File: config.mk
export PLATFORM = sky130hd
export DESIGN_NAME = serial_adder_acc
export DESIGN_NICKNAME = d
export VERILOG_FILES = /design/src/rtl/serial_adder_acc.sv
export SDC_FILE = /design/constraint.sdc
export NUM_CORES = 1
export LEC_CHECK = 0
export CORE_MARGIN = 2
export CORE_UTILIZATION = 47
export CTS_CLUSTER_SIZE = 10
export DETAILED_ROUTE_END_ITERATION = 10
export PLACE_DENSITY = 0.74
export SETUP_SLACK_MARGIN = 0.02
export SKIP_CTS_REPAIR_TIMING = 1
export SYNTH_ARGS = -nofsm -noshare
export SYNTH_HDL_FRONTEND = slang
export SYNTH_SLANG_ARGS = --single-unit
File: constraint.sdc
create_clock -name clk -period 2.9 [get_ports clk]
set_clock_uncertainty 0.05 [all_clocks]
set_input_delay 0.435 -clock clk [delete_from_list [all_inputs] [get_ports clk]]
set_output_delay 0.435 -clock clk [all_outputs]
set_load 0.02 [all_outputs]
File: src/rtl/serial_adder_acc.sv
// serial_adder_acc
//   Digit-serial adder/subtractor with a result accumulator. One operand set
//   is accepted in IDLE. The sum is then built SLICE bits per cycle, least
//   significant slice first, over NSL = WIDTH/SLICE cycles. The result is
//   held in DONE until the consumer takes it. Taking the result also loads
//   it into the accumulator, which can replace operand A on a later op.
//
// Ports
//   clk        clock; all state changes on the rising edge
//   rst_n      synchronous active-low reset
//   in_valid   operand set present          in_ready   idle, can accept
//   a, b       operands (a ignored when acc_en=1)
//   cin        carry in (add) / borrow in (subtract)
//   sub        0 = a+b+cin, 1 = a-b-cin
//   acc_en     use accumulator in place of a
//   out_valid  result available             out_ready  consumer takes result
//   s          sum/difference
//   cout       raw carry out of the MSB (borrow = ~cout when subtracting)
//   ovf        two's-complement overflow
//
// State table
//   state | meaning
//   IDLE  | waiting for an operand set, in_ready=1
//   RUN   | adding slice k each cycle
//   DONE  | result valid, held until out_ready
module serial_adder_acc #(
  parameter int WIDTH = 16,
  parameter int SLICE = 4
) (
  input  logic             clk,
  input  logic             rst_n,
  input  logic             in_valid,
  output logic             in_ready,
  input  logic [WIDTH-1:0] a,
  input  logic [WIDTH-1:0] b,
  input  logic             cin,
  input  logic             sub,
  input  logic             acc_en,
  output logic             out_valid,
  input  logic             out_ready,
  output logic [WIDTH-1:0] s,
  output logic             cout,
  output logic             ovf
);

  localparam int NSL = WIDTH / SLICE;
  localparam int KW  = (NSL > 1) ? $clog2(NSL) : 1;
  localparam int IW  = (WIDTH > 1) ? $clog2(WIDTH) : 1;
  localparam logic [KW-1:0] K_LAST = KW'(NSL - 1);

  typedef enum logic [1:0] {IDLE, RUN, DONE} state_t;

  state_t state, state_nxt;

  logic [WIDTH-1:0] opa, opb, acc;
  logic             carry;
  logic [KW-1:0]    k;
  logic [IW-1:0]    base;
  logic [SLICE-1:0] sl_a, sl_b, sl_s;
  logic [SLICE:0]   sl_sum;
  logic             msb_cin;
  logic             last, accept, pop;

  assign base   = IW'(32'(k) * 32'(SLICE));
  assign sl_a   = opa[base +: SLICE];
  assign sl_b   = opb[base +: SLICE];
  assign sl_sum = {1'b0, sl_a} + {1'b0, sl_b} + {{SLICE{1'b0}}, carry};
  assign sl_s   = sl_sum[SLICE-1:0];
  // Carry into the slice MSB recovered from its sum bit: s = a ^ b ^ c.
  // Works for SLICE=1, where no lower bits exist to add separately.
  assign msb_cin = sl_s[SLICE-1] ^ sl_a[SLICE-1] ^ sl_b[SLICE-1];
  assign last    = (k == K_LAST);
  assign accept  = in_valid && in_ready;
  assign pop     = out_valid && out_ready;

  always_ff @(posedge clk) begin
    if (!rst_n) state <= IDLE;
    else        state <= state_nxt;
  end

  always_comb begin
    state_nxt = state;
    in_ready  = 1'b0;
    out_valid = 1'b0;
    case (state)
      IDLE: begin
        in_ready = 1'b1;
        if (in_valid) state_nxt = RUN;
      end
      RUN: begin
        if (last) state_nxt = DONE;
      end
      DONE: begin
        out_valid = 1'b1;
        if (out_ready) state_nxt = IDLE;
      end
      default: state_nxt = IDLE;
    endcase
  end

  always_ff @(posedge clk) begin
    if (!rst_n) begin
      opa   <= '0;
      opb   <= '0;
      carry <= 1'b0;
      k     <= '0;
      s     <= '0;
      cout  <= 1'b0;
      ovf   <= 1'b0;
      acc   <= '0;
    end else begin
      if (accept) begin
        opa   <= acc_en ? acc : a;
        // Subtract as a + ~b + 1 - cin, so the initial carry is ~cin.
        opb   <= sub ? ~b : b;
        carry <= cin ^ sub;
        k     <= '0;
      end
      if (state == RUN) begin
        s[base +: SLICE] <= sl_s;
        carry            <= sl_sum[SLICE];
        k                <= last ? '0 : k + KW'(1);
        if (last) begin
          cout <= sl_sum[SLICE];
          ovf  <= msb_cin ^ sl_sum[SLICE];
        end
      end
      if (pop) acc <= s;
    end
  end

endmodule

After elaboration in Yosys (flattened, before gate mapping). Index checks and enable logic that the tools add are counted.

Input bits: 39. Register bits after elaboration: 71. Word-level logic and storage cells: 48. Output and inout port bits: 20.

Reductions and logical operators: 6. Add/subtract/negate cells: 4. Multiplexer cells: 14. Equal/unequal tests: 6. Shift operators: 4. Bitwise gates (word level): 5.

Operator list (count): 16-bit two-way mux (2); 16-bit by 5-bit variable part select with 4-bit output (2); 16-bit bitwise mux (1); 16-bit NOT (1); 4-bit by 6-bit variable shift with 16-bit output (first input constant) (1); 4-bit by 6-bit variable part select with 16-bit output (1); 2-bit two-way mux (6); 2-bit inequality test (second input constant) (3); 4-bit negation with 6-bit output (1); 2-bit case mux with 3 select lines (1); 4-bit by 4-bit adder with 5-bit output (1); 5-bit by 1-bit adder with 5-bit output (1); 2-bit equality test (second input constant) (2); 1-bit two-way mux (4); 1-bit XOR (4); 3-bit AND reduction (1); 2-bit by 1-bit adder with 2-bit output (second input constant) (1); 2-bit by 1-bit equality test with 1-bit output (second input constant) (1); 1-bit logical AND (2); 2-bit zero test (1); 2-bit AND reduction (1); 2-bit nonzero test (1).

Logic depth before layout (Yosys ltp). Gate-level depths: netlist (run 1).

Word-level depth: 6. Gate-level depth with buffers: 9.

Worst setup path before layout (run 1). Ideal clock, no wire load.

Path kind: register to register. Start point: register k[0]. End point: register ovf. Data arrival time: 3004 ps. Path slack: -224 ps. Data required time: 2780 ps. Library setup time: 70 ps. Period minus slack after synthesis: 3124 ps. Cell stages (with the launch flop): 10. Buffers on the path: 1. Path through: dfxtp_1 > buf_2 > mux4_2 > fa_1 > fa_1 > a21o_1 > a21oi_1 > xnor3_1 > xnor2_1 > a21oi_1.

Word-level cells in the longest chain between the ends: 6.

RTL lines: start: declaration (line 57) `logic [KW-1:0] k;`; start signal: assignment (line 122) `k <= last ? '0 : k + KW'(1);`; 16-bit by 5-bit variable part select with 4-bit output, on equally long branches (line 65, 66); 4-bit by 4-bit adder with 5-bit output (line 67) `assign sl_sum = {1'b0, sl_a} + {1'b0, sl_b} + {{SLICE{1'b0}}, carry};`; 5-bit by 1-bit adder with 5-bit output (line 67); 1-bit XOR (2 in series) (line 71) `assign msb_cin = sl_s[SLICE-1] ^ sl_a[SLICE-1] ^ sl_b[SLICE-1];`; 1-bit XOR (line 125) `ovf <= msb_cin ^ sl_sum[SLICE];`; end signal: assignment (line 125); end: declaration (line 43) `output logic ovf`.

Parallel ways exist; a longest one is shown, timed or not. A chain may end at the register's enable or synchronous reset.

Worst setup path in the final report (run 1). Ends and elaborated chain as after synthesis.

==> results.json, run 1 <==
{
  "synth_top_cell_by_area": "dfxtp_1",
  "slew_headroom_pct": 51.3,
  "fin_crit_ns": 2.76,
  "fin_ws_ns": 0.137,
  "yosys_warnings": 0,
  "cts_root_buf": "clkbuf_8",
  "grt.met3_usage_pct": 3.36,
  "synth_area_leaders": "dfxtp_1 42%, o211a_1 9.8%, nand2_1 8.1%",
  "grt_max_degree": 46,
  "drv_slew": 0,
  "dieArea_mm2": 0.00783,
  "hpwl_mm": 5.48,
  "fp-row-count": 30,
  "synth-seq-cells": 71,
  "setup_viol_count_final": 0,
  "nets": 442,
  "wl_per_cell_um": 15.4,
  "drtAntennaViolNets": 0,
  "die_w_um": 88.5,
  "worst-slew-pin-transition_ns": 0.730,
  "wl_mm": 7.58,
  "numCtsBuffers": 9,
  "end_kind": "register",
  "grt_busiest_layer": "met2",
  "clock_latency_ns": 0.35,
  "fin_total_pwr_uw": 2280,
  "antenna_found_initial": 0,
  "cts_tree": "built",
  "cap_violations": 0,
  "synth-seq-area-share_pct": 42.3,
  "path_class": "reg2reg",
  "track_usage_pct": 20.4,
  "initial_core_util_pct": 48.9,
  "critical_path.max_fanout": 4,
  "status": "complete, no violations",
  "max_freq_ghz": 0.362,
  "area_delta_synth_final_pct": 26.9,
  "synth_top_area_share_pct": 42.3,
  "ir_worst_vdd_uv": 301,
  "syn_inst": 336,
  "clock_path_buffers": 2,
  "vias": 2607,
  "gr-usage-met2_pct": 34.0,
  "drive_above_1_share_pct": 9.82,
  "worstPathArrival_ns": 2.94,
  "syn_nets": 386,
  "yosys.cell_types.count": 31,
  "grt_pass1_vias": 2421,
  "tns_ns": 0,
  "avgSynthCellArea_um2": 9.99,
  "synth_edf_count": 0,
  "rsz0062_at_grt": "false",
  "drtIter0Drc": 61,
  "clock-sinks": 71,
  "vias_per_cell": 5.29,
  "fp.dieH_um": 88.5,
  "met1_usage_pct": 26.3,
  "num_antenna_cells": 0,
  "htreeDepth": 3,
  "holdCritPathClass": "reg2reg",
  "grt-ovfl-total": 0,
  "drc": 0,
  "startpoint_type": "register",
  "place_ws_ns": 0.0855,
  "finalCritPeriodShare_pct": 95.3,
  "coreArea_mm2": 0.00687,
  "first_pass_iters": 4,
  "finalWeightedCongestion": 0.849,
  "p_per_area_mw_per_mm2": 536,
  "cp.required_ns": 3.08,
  "async_flop_share_pct": 0,
  "final-hold-violation-count": 0,
  "cts.clk_slew.worst_paths_ns": 0.07,
  "p_leak_uw": 0.00189,
  "syn_area_mm2": 0.00336,
  "io_pins": 59,
  "grt_pass1_wl_mm": 12.1,
  "portBuffers": 58,
  "ys.flop_type": "dfxtp_1"
}
==> area by class of cell <==
class                           instances  area [um^2]
Fill cell                             596         2610
Multi-Input combinational cell        239         1840
Sequential cell                        71         1430
Timing Repair Buffer                   69          658
Clock buffer                           10          128
Tap cell                               96          120
Clock inverter                          6         85.1
Inverter                                2         7.51
==> logic make-up after synthesis <==
kind of cell / synth area share [%]
simple gates: 14.8
compound gates: 19.2
flops: 42.3
buf+inv: 3.13
mux: 10.1
xor+xnor: 5.89
fa+ha+maj: 4.55
==> synth_stat cells, types with 4 or more instances <==
master	number
nand2_1	72
dfxtp_1	71
o211a_1	33
xnor2_1	19
nor2b_1	18
a21boi_1	17
a22oi_1	16
mux2i_1	16
clkbuf_1	15
ha_1	9
mux4_2	8
buf_2	6
and2_1	4
==> power by group <==
group	switching [uW]	leakage, uW	total, uW	internal, uW
combinational	179	0.00121	379	200
sequential	29.9	0.000580	1050	1020
clock	373	0.000102	854	481
==> metrics by stage <==
step	hold WS [ns]	cells	util (%)	area, um^2
after floorplan	0.385	336	-	3370
after global placement	0.392	476	58.8	4040
after detailed placement	0.396	476	58.8	4040
after CTS	0.407	492	61.9	4250
after global routing	0.419	493	62.0	4260
final	0.405	493	62.0	4260
==> routing by layer <==
layer  wire, um  up-vias  part of all wire (%)
li1           -     1293                     -
met1       3420     1235                    45
met2       3680       66                    48
met3        338       13                   4.5
met4        148        0                   2.0
met5          0        -                     0
==> worst max-delay path: stages (launching register included) <==
cell     delay (ns)
dfxtp_4        0.38
mux4_2         0.52
fa_1           0.44
fa_1           0.41
a21o_1         0.20
a21oi_2        0.16
xnor3_1        0.25
xnor2_1        0.15
a21oi_1        0.08
==> registers in the layout, indices dropped and copies added, names as in the netlist <==
register	count
k	2
carry	1
opb	16
state	2
ovf	1
acc	16
cout	1
opa	16
s	16
==> layout by cell type (no fill, tap or decap), types with 2 or more instances in the layout <==
cell,count
a21o_1,2
clkbuf_8,9
clkdlybuf4s50_1,57
xnor2_1,19
dfxtp_1,70
fa_1,2
ha_1,9
nor2b_1,18
a22oi_1,16
inv_1,2
o211a_1,33
and4_1,2
buf_4,11
clkinv_2,2
a21oi_1,2
bufinv_16,2
and2_1,3
nor3_1,2
a21boi_1,17
nor2_1,3
mux2i_1,16
o21a_1,3
nand3_1,2
mux4_2,8
clkinvlp_4,2
nand2_1,72
==> worst paths after layout <==
check	startpoint	end	slack, ns	depth (start not counted)
max	k[0]$_SDFFE_PN0P_	ovf$_SDFFE_PN0P_	0.14	8
min	acc[1]$_SDFFE_PN0P_	acc[1]$_SDFFE_PN0P_	0.41	2
max reg2reg	k[0]$_SDFFE_PN0P_	ovf$_SDFFE_PN0P_	0.14	8
min reg2reg	acc[1]$_SDFFE_PN0P_	acc[1]$_SDFFE_PN0P_	0.41	2
Note: power is estimated with default switching activity, not from simulation.
==> inputs of run 2 (changes only) <==
--- a/config.mk
+++ b/config.mk
@@ -6,9 +6,10 @@
 export NUM_CORES = 1
 export LEC_CHECK = 0
 export CORE_MARGIN = 2
-export CORE_UTILIZATION = 47
+export CORE_UTILIZATION = 57
 export CTS_CLUSTER_SIZE = 10
 export DETAILED_ROUTE_END_ITERATION = 10
+export DONT_BUFFER_PORTS = 1
 export PLACE_DENSITY = 0.74
 export SETUP_SLACK_MARGIN = 0.02
 export SKIP_CTS_REPAIR_TIMING = 1
==> run 2 against run 1 <==
Net effect: via count decreased by 7.3%; highest routed layer unchanged; total power fell by 8.8%; critical endpoint unchanged; global-route usage rose by 2.1 points; hold slack got worse by 0.23 ns; core utilization increased by 2.3 points; worst setup slack better by 0.085 ns; clock power shrank 14%; critical path type unchanged; final cell count fell by 17%; clock-buffer cell count unchanged; first-iteration DRC count is 93% higher; die area is 17% lower; flip-flop and latch count unchanged.
==> results.json, run 2 (synthesized netlist as in run 1, its figures left out) <==
{
  "drtIter0Drc": 118,
  "antenna_found_initial": 0,
  "worstPathArrival_ns": 2.85,
  "fp-row-count": 27,
  "grt_pass1_vias": 2258,
  "reg2reg_from": "k[0]$_SDFFE_PN0P_",
  "p_per_area_mw_per_mm2": 577,
  "finalWeightedCongestion": 0.778,
  "cts.clk_slew.worst_paths_ns": 0.07,
  "fin_total_pwr_uw": 2080,
  "rsz0062_at_grt": "false",
  "track_usage_pct": 22.5,
  "grt_max_degree": 72,
  "clock_latency_ns": 0.34,
  "fin_ws_ns": 0.221,
  "final_cell_mix": "72 x nand2_1, 70 x dfxtp_1, 33 x o211a_1",
  "portBuffers": 0,
  "nets": 381,
  "register_area_mm2": 0.00142,
  "grt_pass1_wl_mm": 11.0,
  "drtAntennaViolNets": 0,
  "startpoint_type": "register",
  "setup_viol_count_final": 0,
  "cp-startpoint": "k[0]$_SDFFE_PN0P_",
  "hpwl_mm": 5.03,
  "drc": 0,
  "cts_tree": "built",
  "grt-ovfl-total": 0,
  "worstHoldStart": "rst_n",
  "p_leak_uw": 0.00166,
  "initial_core_util_pct": 59.9,
  "fp.dieH_um": 80.7,
  "finalInstanceArea_mm2": 0.00361,
  "slew_headroom_pct": 63.0,
  "ir_worst_vdd_uv": 442,
  "drive_above_1_share_pct": 10.4,
  "fin_crit_ns": 2.68,
  "worst-slew-pin-transition_ns": 0.554,
  "end_kind": "register",
  "whs_path_depth": 1,
  "max_freq_ghz": 0.373,
  "htreeDepth": 3,
  "coreArea_mm2": 0.00561,
  "place_ws_ns": 0.0740,
  "final_common_cell": "nand2_1",
  "finalCritPeriodShare_pct": 92.4,
  "vias": 2416,
  "die_w_um": 80.7,
  "cts_root_buf": "clkbuf_8",
  "cap_violations": 0,
  "multi_input_area_mm2": 0.00184,
  "post_dp_cell_area_mm2": 0.00342,
  "numCtsBuffers": 9,
  "cp.required_ns": 3.07,
  "num_antenna_cells": 0,
  "tns_ns": 0,
  "dieArea_mm2": 0.00652,
  "cp_slowest_cell": "mux4_2",
  "n_fill_cell": 492,
  "wl_per_cell_um": 16.9,
  "path_class": "reg2reg",
  "vias_per_cell": 5.94,
  "status": "complete, no violations",
  "clock-sinks": 71,
  "drv_slew": 0,
  "io_pins": 59,
  "final-hold-violation-count": 0,
  "holdCritPathClass": "in2reg",
  "wl_mm": 6.87,
  "first_pass_iters": 5,
  "cp_cell_sequence": "mux4_2 -> fa_2 -> fa_1 -> a21o_1 -> a21oi_2 -> xnor3_1 -> xnor2_1 -> a21oi_1",
  "critical_path.max_fanout": 4,
  "rr_worst_depth": 8,
  "area_delta_synth_final_pct": 7.49,
  "clock_path_buffers": 2,
  "cpPeakStageDelay_ns": 0.53
}
run 2: power by group:
group          total, uW  leakage [uW]  internal [uW]  switching, uW
sequential          1060      0.000580           1020           33.6
clock                734     0.0000957            387            348
combinational        293      0.000981            154            138
total               2080       0.00166           1560            519
run 2: layout make-up:
type	instances	share of cell area (%)
multi-input combinational	239	50.9
sequential	71	39.4
clock buffer	10	3.54
tap	72	2.50
timing repair buffer	8	2.01
clock inverter	5	1.39
inverter	2	0.208
run 2: layer usage:
layer / GRT usage [%] / vias to the layer above / part of all wire (%)
li1: - / 1166 / -
met1: 29.8 / 1162 / 46
met2: 35.0 / 83 / 45
met3: 7.22 / 5 / 8.4
met4: 7.63 / 0 / 0.55
met5: 0 / - / 0
run 2: path summary, 6_finish.rpt:
kind | to | slack (ns)
max | ovf$_SDFFE_PN0P_ | 0.22
max reg2reg | ovf$_SDFFE_PN0P_ | 0.22
min | opb[12]$_SDFFE_PN0P_ | 0.17
min reg2reg | acc[5]$_SDFFE_PN0P_ | 0.41
run 2: per-stage QoR:
stage	util, %	cells	hold slack [ns]
2_1_floorplan	-	336	0.385
3_3_place_gp	61.0	391	0.393
3_5_place_dp	61.0	391	0.397
4_1_cts	64.2	406	0.155
5_1_grt	64.3	407	0.154
6_report	64.3	407	0.173
run 2: worst max-delay path, delay by kind of cell, from the launching register on:
kind                     cells  cell delay (ns)
flip-flops                   1             0.37
AO/OA/AOI/OAI                3             0.43
adder cells (fa/ha/maj)      2             0.80
XOR/XNOR                     2             0.38
multiplexers                 1             0.53
==> inputs of run 3 (changes only) <==
--- a/config.mk
+++ b/config.mk
@@ -5,6 +5,7 @@
 export SDC_FILE = /design/constraint.sdc
 export NUM_CORES = 1
 export LEC_CHECK = 0
+export CAP_MARGIN = 40
 export CORE_MARGIN = 2
 export CORE_UTILIZATION = 57
 export CTS_CLUSTER_SIZE = 10
==> results of run 3 <==
Final layout, timing and power as in run 2 (identical DEF).
